[src/rtl/clk_gate_ctrl.sv]
// rtl/clk_gate_ctrl.sv - multi-channel clock-gating controller with idle hysteresis, wake latency and bypass
//
// Purpose: derives NUM_CH gated clocks from clk. Each channel runs an independent
// ON/OFF/WAKE state machine driven by its activity request. A channel that sees
// IDLE_CYCLES consecutive idle cycles loses its clock. Any later request restarts
// the clock, and ch_ready follows WAKE_CYCLES cycles after the restart.
//
// Ports:
//   clk          core clock; all state updates on posedge, enable latch on negedge
//   rst          synchronous active-high reset; all channels return to ON
//   ch_busy      per-channel activity request
//   force_on     per-channel override; keeps the channel ON and holds the idle count at zero
//   gate_bypass  forces every gated clock to follow clk and every ch_ready to 1
//   clk_gated    gated clocks, one per channel
//   ch_ready     channel clock is running and stable
//   ch_on        channel FSM is in ON or WAKE

module clk_gate_ctrl #(
  parameter int NUM_CH      = 4,
  parameter int IDLE_CYCLES = 8,
  parameter int WAKE_CYCLES = 2
) (
  input  logic              clk,
  input  logic              rst,
  input  logic [NUM_CH-1:0] ch_busy,
  input  logic [NUM_CH-1:0] force_on,
  input  logic              gate_bypass,
  output logic [NUM_CH-1:0] clk_gated,
  output logic [NUM_CH-1:0] ch_ready,
  output logic [NUM_CH-1:0] ch_on
);

  localparam int             IW        = $clog2(IDLE_CYCLES + 1);
  localparam logic [IW-1:0]  IDLE_LAST = IW'(IDLE_CYCLES - 1);
  // Only meaningful when WAKE_CYCLES > 0; with zero wake cycles WAKE is never entered.
  localparam logic [3:0]     WAKE_LAST = (WAKE_CYCLES == 0) ? 4'd0 : 4'(WAKE_CYCLES - 1);

  typedef enum logic [1:0] {
    ST_ON   = 2'd0,
    ST_OFF  = 2'd1,
    ST_WAKE = 2'd2
  } state_t;

  logic [NUM_CH-1:0] en;
  logic [NUM_CH-1:0] en_q;
  logic [NUM_CH-1:0] on_ready;

  for (genvar g = 0; g < NUM_CH; g++) begin : g_ch
    state_t        state;
    state_t        state_nxt;
    logic [IW-1:0] idle_cnt;
    logic [IW-1:0] idle_cnt_nxt;
    logic [3:0]    wake_cnt;
    logic [3:0]    wake_cnt_nxt;
    logic          active;

    // force_on carries the same weight as a real request.
    assign active = ch_busy[g] | force_on[g];

    always_ff @(posedge clk) begin
      if (rst) begin
        state    <= ST_ON;
        idle_cnt <= '0;
        wake_cnt <= '0;
      end else begin
        state    <= state_nxt;
        idle_cnt <= idle_cnt_nxt;
        wake_cnt <= wake_cnt_nxt;
      end
    end

    always_comb begin
      state_nxt    = state;
      idle_cnt_nxt = idle_cnt;
      wake_cnt_nxt = wake_cnt;
      case (state)
        ST_ON: begin
          if (active) begin
            // A request on the threshold cycle wins: the channel stays ON.
            idle_cnt_nxt = '0;
          end else if (idle_cnt == IDLE_LAST) begin
            state_nxt    = ST_OFF;
            idle_cnt_nxt = '0;
          end else begin
            idle_cnt_nxt = idle_cnt + 1'b1;
          end
        end
        ST_OFF: begin
          if (active) begin
            wake_cnt_nxt = '0;
            state_nxt    = (WAKE_CYCLES == 0) ? ST_ON : ST_WAKE;
          end
        end
        ST_WAKE: begin
          // A wake always runs to completion, even if the request drops.
          wake_cnt_nxt = wake_cnt + 1'b1;
          if (wake_cnt == WAKE_LAST) begin
            state_nxt = ST_ON;
          end
        end
        default: begin
          state_nxt    = ST_ON;
          idle_cnt_nxt = '0;
          wake_cnt_nxt = '0;
        end
      endcase
    end

    assign en[g]       = (state != ST_OFF);
    assign on_ready[g] = (state == ST_ON);
  end

  // Enable is re-timed on the falling edge so it only moves while clk is low;
  // the AND below therefore never produces a pulse shorter than clk high time.
  always_ff @(negedge clk) begin
    if (rst) begin
      en_q <= '1;
    end else begin
      en_q <= en;
    end
  end

  assign clk_gated = {NUM_CH{clk}} & (en_q | {NUM_CH{gate_bypass}});
  assign ch_ready  = on_ready | {NUM_CH{gate_bypass}};
  assign ch_on     = en;

endmodule

[config.mk]
export PLATFORM = sky130hd
export DESIGN_NAME = clk_gate_ctrl
export DESIGN_NICKNAME = d
export VERILOG_FILES = /design/src/rtl/clk_gate_ctrl.sv
export SDC_FILE = /design/constraint.sdc
export NUM_CORES = 1
export LEC_CHECK = 0
export ABC_AREA = 1
export CORE_ASPECT_RATIO = 1.2
export CORE_MARGIN = 10
export CORE_UTILIZATION = 62
export CTS_BUF_LIST = sky130_fd_sc_hd__clkbuf_4 sky130_fd_sc_hd__clkbuf_8
export DETAILED_ROUTE_END_ITERATION = 10
export DONT_BUFFER_PORTS = 1
export PLACE_DENSITY_LB_ADDON = 0.12
export SYNTH_ARGS = -nofsm -noshare
export SYNTH_HDL_FRONTEND = slang
export SYNTH_SLANG_ARGS = --single-unit
[constraint.sdc]
create_clock -name clk -period 3.5 [get_ports clk]
set_clock_uncertainty 0.15 [all_clocks]
set_input_delay 0.7 -clock clk [delete_from_list [all_inputs] [get_ports clk]]
set_output_delay 0.7 -clock clk [all_outputs]
set_load 0.01 [all_outputs]
### Yosys cells after proc, flatten, opt, wreduce, memory -nomap -nowiden

Index checks and enable logic that the tools add are counted.

* add/sub/neg operators: 8
* eq/ne operators: 36
* muxes and demuxes: 40
* bitwise operators: 11
* reductions and logical operators: 16

Operators by type and width (count)
* 4-bit two-way mux: 12
* 4-bit one-hot mux with 3 select lines: 4
* 4-bit by 1-bit adder with 4-bit output (second input constant): 8
* 2-bit two-way mux: 16
* 4-bit one-hot mux with 2 select lines: 4
* 2-bit inequality test (second input constant): 12
* 2-bit one-hot mux with 3 select lines: 4
* 4-bit by 1-bit equality test with 1-bit output (second input constant): 4
* 4-bit by 3-bit equality test with 1-bit output (second input constant): 4
* 2-bit by 1-bit inequality test with 1-bit output (second input constant): 8
* 4-bit AND reduction: 4
* 2-bit by 1-bit equality test with 1-bit output (second input constant): 4
* 2-bit equality test (second input constant): 4
* 2-bit logical NOT: 4
* 4-bit bitwise OR: 2
* 2-bit AND reduction: 4
* 2-bit OR reduction: 4
* 4-bit AND: 1
* 1-bit inverter: 4
* 1-bit bitwise OR: 4

* flip-flop bits (word level): 44
* input port bits: 11
* output and inout port bits: 12
* logic and storage cells: 124

### Depth between registers and ports, before layout

Gate-level depths: netlist of the first run.

* word-level depth: 4
* mapped depth: 9
* depth with buffers taken out: 9

==> results_tabular.tex, run 1 <==
\begin{tabular}{lr}
\hline
Metric & Value \\
\hline
\multicolumn{2}{l}{\textbf{Status}} \\
Outcome & complete, no violations \\
\multicolumn{2}{l}{\textbf{Clock tree}} \\
CTS tree & yes \\
H-tree Lvls & 2 \\
CTS max path bufs & 2 \\
CTS root buf & clkbuf\_8 \\
Clock buffers created by TritonCTS & 5 \\
Insertion delay to the later sink of the worst-skew pair & 0.31 ns \\
Clock-pin slew of the registers on the worst-case setup and hold paths & 0.10 ns \\
\multicolumn{2}{l}{\textbf{Flow run}} \\
Maxcap violations & 0 \\
\multicolumn{2}{l}{\textbf{Logic synthesis}} \\
Number of library cell types mapped by synthesis & 26 \\
Instance count of the mapped netlist & 358 \\
Fraction of synthesized cell area taken by the top area cell type & 35.4\% \\
Proportion of register bits with asynchronous set or reset after synthesis & 0\% \\
Synthesized netlist net count & 393 \\
Register bit total from synthesis & 44 \\
Post-synth top area cell & dfxtp\_1 \\
Top cells by area in the synthesized netlist & dfxtp\_1, ha\_1, nand2\_1 \\
Synthesized cell area & 2490 um2 \\
Synthesized area divided by synthesized cell count & 6.94 um2 \\
Count leader, synth & nand2\_1 \\
Total number of yosys warnings & 0 \\
Sequential cell area fraction in the yosys report & 35.4\% \\
List of most frequent post-synthesis cells & nand2\_1, nor2\_1, inv\_1 \\
Top flip-flop cell by instance count after synthesis & dfxtp\_1 \\
Count of flip-flops with a built-in enable after synthesis & 0 \\
\multicolumn{2}{l}{\textbf{Global routing}} \\
Initial antenna violation count & 0 \\
Top Usage Layer GRT & met2 \\
Sum of overflow across all layers after global routing & 0 \\
Number of global-route vias before repair & 2,204 \\
Overall track demand over capacity in global routing & 15.5\% \\
Met2 Use GR & 29.4\% \\
Pin count of the biggest net entering global routing & 16 \\
Global-route wire length before repair & 8.85 mm \\
Met3 track utilization from global routing & 4.83\% \\
Global routing usage on met1 & 15.3\% \\
\multicolumn{2}{l}{\textbf{Drt}} \\
Overall via count from detail\_route & 2,203 \\
WL/cell & 11.8 um \\
Number of detailed-route iterations in the first pass & 4 \\
Remaining design rule violation count & 0 \\
Vias per std cell & 5.17 \\
Violation count after the first detailed-routing iteration & 102 \\
Total length of routed wires & 5.04 mm \\
Count of antenna-violating nets left after detailed routing & 0 \\
\multicolumn{2}{l}{\textbf{Layout}} \\
Area occupied by multi-input gates & 1420 um2 \\
Fraction of layout instances using a drive strength above 1 & 10.2\% \\
Antenna diodes & 0 \\
Seq. cell area & 885 um2 \\
Fill cell total of the finished layout & 370 \\
Fin util & 69.7\% \\
Synthesis-to-finish area growth & 9.56\% \\
Fin area & 2720 um2 \\
NumNets Final & 406 \\
\multicolumn{2}{l}{\textbf{Die}} \\
Initial core utilization & 63.6\% \\
Die extent in y & 89.4 um \\
Die Footprint & 6950 um2 \\
Die width & 77.8 um \\
Total number of placement rows & 25 \\
Standard cell core area & 3910 um2 \\
Num ports & 23 \\
\multicolumn{2}{l}{\textbf{Placed design}} \\
Worst slack after detailed placement & 0.407 ns \\
Cell area after placement & 2550 um2 \\
Post-detailed-placement half-perimeter wirelength & 3.85 mm \\
Routability congestion estimate from global placement & 0.782 \\
Port-buffer cells & 0 \\
\multicolumn{2}{l}{\textbf{Setup path}} \\
Element type at the critical path start & flop \\
Maximum fanout count along the critical path & 1 \\
Kind of end point of the critical path & primary output \\
Data arrival at the endpoint of the critical path & 2.61 ns \\
Critical path class & reg2out \\
Data required time at the worst endpoint & 2.65 ns \\
\multicolumn{2}{l}{\textbf{Min path}} \\
Path category of the worst min-delay check & in2reg \\
\multicolumn{2}{l}{\textbf{Power and ir drop}} \\
Leakage power & 1.15 nW \\
Switching power summed over all nets & 0.431 mW \\
Net switching fraction of the power & 33.7\% \\
Combinational fraction of design power & 15.0\% \\
Register share of total power & 42.3\% \\
Pwr dens & 470 nW/um2 \\
Clock power frac & 42.6\% \\
Internal power component & 0.849 mW \\
PnR Total Power & 1.28 mW \\
Maximum vdd ir drop & 247 uV \\
\multicolumn{2}{l}{\textbf{STA}} \\
Worst setup margin & 0.0359 ns \\
Rel. slew slack & 78.2\% \\
Smallest hold slack & 0.297 ns \\
Unrepaired setup endpoints after global routing & yes \\
Transition time at the pin with the least slew margin & 0.325 ns \\
Total count of max-transition violations in the final report & 0 \\
Final setup violating endpoints & 0 \\
Final Hold Viols & 0 \\
\hline
\end{tabular}
## worst max-delay path, cell delays in order, from the launching register on
cell and delay (ns):
dfxtp_1 0.29, nor2_1 0.14, nor2_2 0.07
## cell type report
| class | count | area share, % |
|---|---|---|
| Multi-Input combinational cell | 258 | 52.0 |
| Inverter | 52 | 7.17 |
| Tap cell | 54 | 2.48 |
| Sequential cell | 44 | 32.5 |
| Clock inverter | 11 | 2.85 |
| Clock buffer | 5 | 2.53 |
| Timing Repair Buffer | 2 | 0.551 |
## placed cells by master, fill, tap and decap left out
cell type	synthesis	routed
nand2_1	78	78
inv_1	51	58
nor2_1	56	49
dfxtp_1	44	41
ha_1	24	24
nand3_1	23	23
a21oi_1	20	20
o21ai_0	17	17
nor2_2	1	7
nand4_1	5	5
nand2_2	5	5
clkbuf_8	0	5
o21ai_2	4	4
or2_1	4	4
a211oi_1	4	4
a21oi_2	3	3
o21ai_1	3	3
o21a_1	3	3
dfxtp_2	0	3
nor2_4	1	2
nand2_4	2	2
inv_2	2	2
nor3_1	2	2
buf_4	0	2
nor3b_1	1	1
a31oi_1	1	1
xnor2_1	1	1
inv_6	0	1
bufinv_16	0	1
clkinv_4	0	1
## through the flow
stage / setup TNS [ns] / cells
floorplan: 0 / 358
global placement: 0 / 411
detailed placement: 0 / 411
CTS: 0 / 426
global route: -0.0226 / 426
finish: 0 / 426
## layer usage
| layer | wire length [um] | part of all wire (%) |
|---|---|---|
| met4 | 117 | 2.3 |
| met5 | 0 | 0 |
| met3 | 276 | 5.5 |
| met1 | 2020 | 40 |
| met2 | 2620 | 52 |
## flip-flops by register name, indices dropped and copies added (netlist names)
register / cells
g_ch.state: 8
en_q: 4
g_ch.wake_cnt: 16
g_ch.idle_cnt: 16
## power groups by stage
stage / registers [mW] / clock network, mW / logic [mW]
after floorplan: 0.548 / 0.0682 / 0.154
after global placement: 0.550 / 0.0682 / 0.184
after detailed placement: 0.552 / 0.0682 / 0.190
after CTS: 0.541 / 0.543 / 0.193
after global routing: 0.544 / 0.593 / 0.222
final: 0.541 / 0.546 / 0.193
## timing repair
action / in CTS / in global routing
resized for setup: 4 / 7
setup buffers: 0 / 0
endpoints found under the setup margin: 6 / 8
pin swaps: 0 / 1
hold buffers: 0 / 0
## worst paths after layout
path / end / slack, ns / start / cells past startpoint
worst max-delay path: clk_gated[1] / 0.04 / en_q[1] / 2
worst min-delay path: g_ch[3].idle_cnt[3] / 0.30 / rst / 1
worst max register to register: en_q[2] / 0.83 / g_ch[2].state[1] / 3
worst min register to register: g_ch[2].idle_cnt[1] / 0.34 / g_ch[2].idle_cnt[1] / 2
## cell families (layout without fill, tap and decap cells)
group           Yosys count  in the layout  synth area share, %
compound gates           55             55                 12.9
xor+xnor                  1              1                0.352
fa+ha+maj                24             24                 12.1
buf+inv                  56             70                 8.56
flops                    44             44                 35.4
simple gates            178            178                 30.7
No activity file was read; power rests on OpenSTA's default activity.
==> inputs of run 2 (changes only) <==
--- a/config.mk
+++ b/config.mk
@@ -12,7 +12,7 @@
 export CTS_BUF_LIST = sky130_fd_sc_hd__clkbuf_4 sky130_fd_sc_hd__clkbuf_8
 export DETAILED_ROUTE_END_ITERATION = 10
 export DONT_BUFFER_PORTS = 1
-export PLACE_DENSITY_LB_ADDON = 0.12
+export PLACE_DENSITY_LB_ADDON = 0.25
 export SYNTH_ARGS = -nofsm -noshare
 export SYNTH_HDL_FRONTEND = slang
 export SYNTH_SLANG_ARGS = --single-unit
==> run 2 against run 1 <==
Against the previous run: register-to-register slack about the same; sequential power about the same; non-clock buffer count down 1.
==> results_tabular.tex, run 2 (synthesis results as in run 1) <==
\begin{tabular}{lr}
\hline
Metric & Value \\
\hline
\multicolumn{2}{l}{\textbf{Status}} \\
Outcome & complete, no violations (unchanged) \\
\multicolumn{2}{l}{\textbf{Placed design}} \\
Port-buffer cells & 0 (unchanged) \\
Worst slack after detailed placement & 0.386 ns (was 0.407 ns) \\
Cell area after placement & 2550 um2 (about the same) \\
Post-detailed-placement half-perimeter wirelength & 3.83 mm (was 3.85 mm) \\
Routability congestion estimate from global placement & 0.805 (was 0.782) \\
\multicolumn{2}{l}{\textbf{Setup path}} \\
Maximum fanout count along the critical path & 1 (unchanged) \\
Crit path buf inv count & 0 (unchanged) \\
Critical path's largest stage delay & 0.32 ns (was 0.29 ns) \\
Slack of the worst reg-to-reg path & 0.84 ns (was 0.83 ns) \\
Library cell contributing the largest single delay on the critical path & dfxtp\_2 (was dfxtp\_1) \\
Critical path class & reg2out (unchanged) \\
Data required time at the worst endpoint & 2.65 ns (about the same) \\
Cell with the most instances on the worst path & nor2\_2 \\
List of cells traversed by the critical path & nor2\_2 -> nor2\_2 (was nor2\_1 -> nor2\_2) \\
Kind of end point of the critical path & primary output (unchanged) \\
End of the worst register-to-register path & en\_q[0] (was en\_q[2]) \\
Worst r2r src & g\_ch[0].state[1] (was g\_ch[2].state[1]) \\
Data arrival at the endpoint of the critical path & 2.62 ns (was 2.61 ns) \\
Element type at the critical path start & flop (unchanged) \\
Worst r2r path cells & 3 (unchanged) \\
Top cell family by delay on the critical path & flip-flops (unchanged) \\
\multicolumn{2}{l}{\textbf{Drt}} \\
Violation count after the first detailed-routing iteration & 88 (was 102) \\
Vias per std cell & 5.16 (was 5.17) \\
WL/cell & 11.7 um (was 11.8 um) \\
Number of detailed-route iterations in the first pass & 4 (unchanged) \\
Remaining design rule violation count & 0 (unchanged) \\
Overall via count from detail\_route & 2,192 (was 2,203) \\
Count of antenna-violating nets left after detailed routing & 0 (unchanged) \\
Total length of routed wires & 4.99 mm (was 5.04 mm) \\
\multicolumn{2}{l}{\textbf{Layout}} \\
Fill cell total of the finished layout & 343 (was 370) \\
Synthesis-to-finish area growth & 9.56\% (unchanged) \\
Fin area & 2720 um2 (unchanged) \\
Largest registers ranked by flip-flop count & g\_ch.idle\_cnt x16, g\_ch.wake\_cnt x16, g\_ch.state x8 (unchanged) \\
Antenna diodes & 0 (unchanged) \\
Top library cells by usage in the layout, fill and taps aside & nand2\_1, inv\_1, nor2\_1 (unchanged) \\
Most common cell after layout, fill and taps aside & nand2\_1 (unchanged) \\
Fin util & 69.7\% (unchanged) \\
NumNets Final & 405 (was 406) \\
Fraction of layout instances using a drive strength above 1 & 9.97\% (was 10.2\%) \\
\multicolumn{2}{l}{\textbf{STA}} \\
Transition time at the pin with the least slew margin & 0.385 ns (was 0.325 ns) \\
Total count of max-transition violations in the final report & 0 (unchanged) \\
Final Hold Viols & 0 (unchanged) \\
Worst setup margin & 0.0328 ns (was 0.0359 ns) \\
Final setup violating endpoints & 0 (unchanged) \\
Unrepaired setup endpoints after global routing & yes (unchanged) \\
Setup TNS & 0 ns (unchanged) \\
Rel. slew slack & 74.3\% (was 78.2\%) \\
\multicolumn{2}{l}{\textbf{Clock tree}} \\
Insertion delay to the later sink of the worst-skew pair & 0.30 ns (was 0.31 ns) \\
Clock-pin slew of the registers on the worst-case setup and hold paths & 0.09 ns (was 0.10 ns) \\
CTS tree & yes (unchanged) \\
CTS Hold Bufs & 0 (unchanged) \\
H-tree Lvls & 2 (unchanged) \\
CTS max path bufs & 2 (unchanged) \\
Clock buffers created by TritonCTS & 5 (unchanged) \\
CTS root buf & clkbuf\_8 (unchanged) \\
\multicolumn{2}{l}{\textbf{Die}} \\
Num ports & 23 (unchanged) \\
Die extent in y & 89.4 um (unchanged) \\
Die width & 77.8 um (unchanged) \\
Die Footprint & 6950 um2 (unchanged) \\
Standard cell core area & 3910 um2 (unchanged) \\
Total number of placement rows & 25 (unchanged) \\
Initial core utilization & 63.6\% (unchanged) \\
\multicolumn{2}{l}{\textbf{Global routing}} \\
Initial antenna violation count & 0 (unchanged) \\
Overall track demand over capacity in global routing & 14.8\% (was 15.5\%) \\
Number of global-route vias before repair & 2,127 (was 2,204) \\
Sum of overflow across all layers after global routing & 0 (unchanged) \\
Pin count of the biggest net entering global routing & 16 (unchanged) \\
Global-route wire length before repair & 8.48 mm (was 8.85 mm) \\
\multicolumn{2}{l}{\textbf{Flow run}} \\
Maxcap violations & 0 (unchanged) \\
\multicolumn{2}{l}{\textbf{Min path}} \\
Hold path start & rst (unchanged) \\
Hold EP & g\_ch[2].idle\_cnt[3] (was g\_ch[3].idle\_cnt[3]) \\
Number of stages on the worst hold path & 1 (unchanged) \\
Path category of the worst min-delay check & in2reg (unchanged) \\
\multicolumn{2}{l}{\textbf{Power and ir drop}} \\
Pwr dens & 470 nW/um2 (about the same) \\
Leakage power & 1.15 nW (about the same) \\
Maximum vdd ir drop & 319 uV (was 247 uV) \\
PnR Total Power & 1.28 mW (about the same) \\
\hline
\end{tabular}
==> run 2: changes by cell type in the layout (fill, tap and decap cells not counted) <==
cell        previous run  this run
nor2_4                 2         4
buf_4                  2         1
clkbuf_4               0         1
clkinvlp_4             0         1
nor2_2                 7         5
clkinv_4               1         0
inv_6                  1         0
==> run 2: timing repair <==
item / 4_1_cts / 5_1_grt
buffers inserted: 0 / 0
gates cloned: 0 / 0
endpoints found under the setup margin: 4 / 8
pin swaps: 0 / 1
resized for setup: 3 / 10
==> run 2: final cells by class <==
| cell class | instances | area [um2] | area share [%] |
|---|---|---|---|
| multi-input cells | 258 | 1430 | 52.3 |
| well taps | 54 | 67.6 | 2.48 |
| clock inverters | 10 | 67.6 | 2.48 |
| flip-flops and latches | 44 | 885 | 32.5 |
| clock buffers | 6 | 76.3 | 2.80 |
| repair buffers | 1 | 7.51 | 0.276 |
| inverters | 52 | 195 | 7.17 |
==> run 2: how the worst max path moves through the flow <==
stage | to | slack, ns | start | cells past startpoint
after floorplan | en_q[0] | 0.41 | rst | 3
after global placement | clk_gated[0] | 0.42 | en_q[0] | 2
after detailed placement | en_q[0] | 0.39 | rst | 2
after CTS | clk_gated[0] | 0.0006 | en_q[0] | 2
after global routing | clk_gated[1] | -0.01 | en_q[1] | 2
final | clk_gated[1] | 0.03 | en_q[1] | 2
==> run 2: worst register-to-register path, delay by kind of cell, from the launching register on <==
| family | cells | cell delay [ns] |
|---|---|---|
| adder cells (fa/ha/maj) | 1 | 0.19 |
| AND/OR/NAND/NOR | 1 | 0.07 |
| flip-flops | 1 | 0.33 |
| buffers and inverters | 1 | 0.08 |
==> run 2: per-stage QoR <==
stage | cells | hold slack (ns)
4_1_cts | 425 | 0.300
5_1_grt | 425 | 0.294
3_3_place_gp | 410 | 0.316
6_report | 425 | 0.306
2_1_floorplan | 358 | 0.307
3_5_place_dp | 410 | 0.326
==> run 2: where the power goes <==
part	switching, mW	total (mW)	internal (mW)
Sequential	0.0192	0.541	0.522
Clock	0.282	0.546	0.264
Combinational	0.126	0.193	0.0667
==> run 2: layer usage <==
layer / part of all wire, % / wire (um) / GRT usage [%]
met1: 41 / 2060 / 14.6
met2: 51 / 2520 / 27.6
met3: 5.9 / 292 / 4.12
met4: 2.2 / 111 / 8.31
met5: 0 / 0 / 0
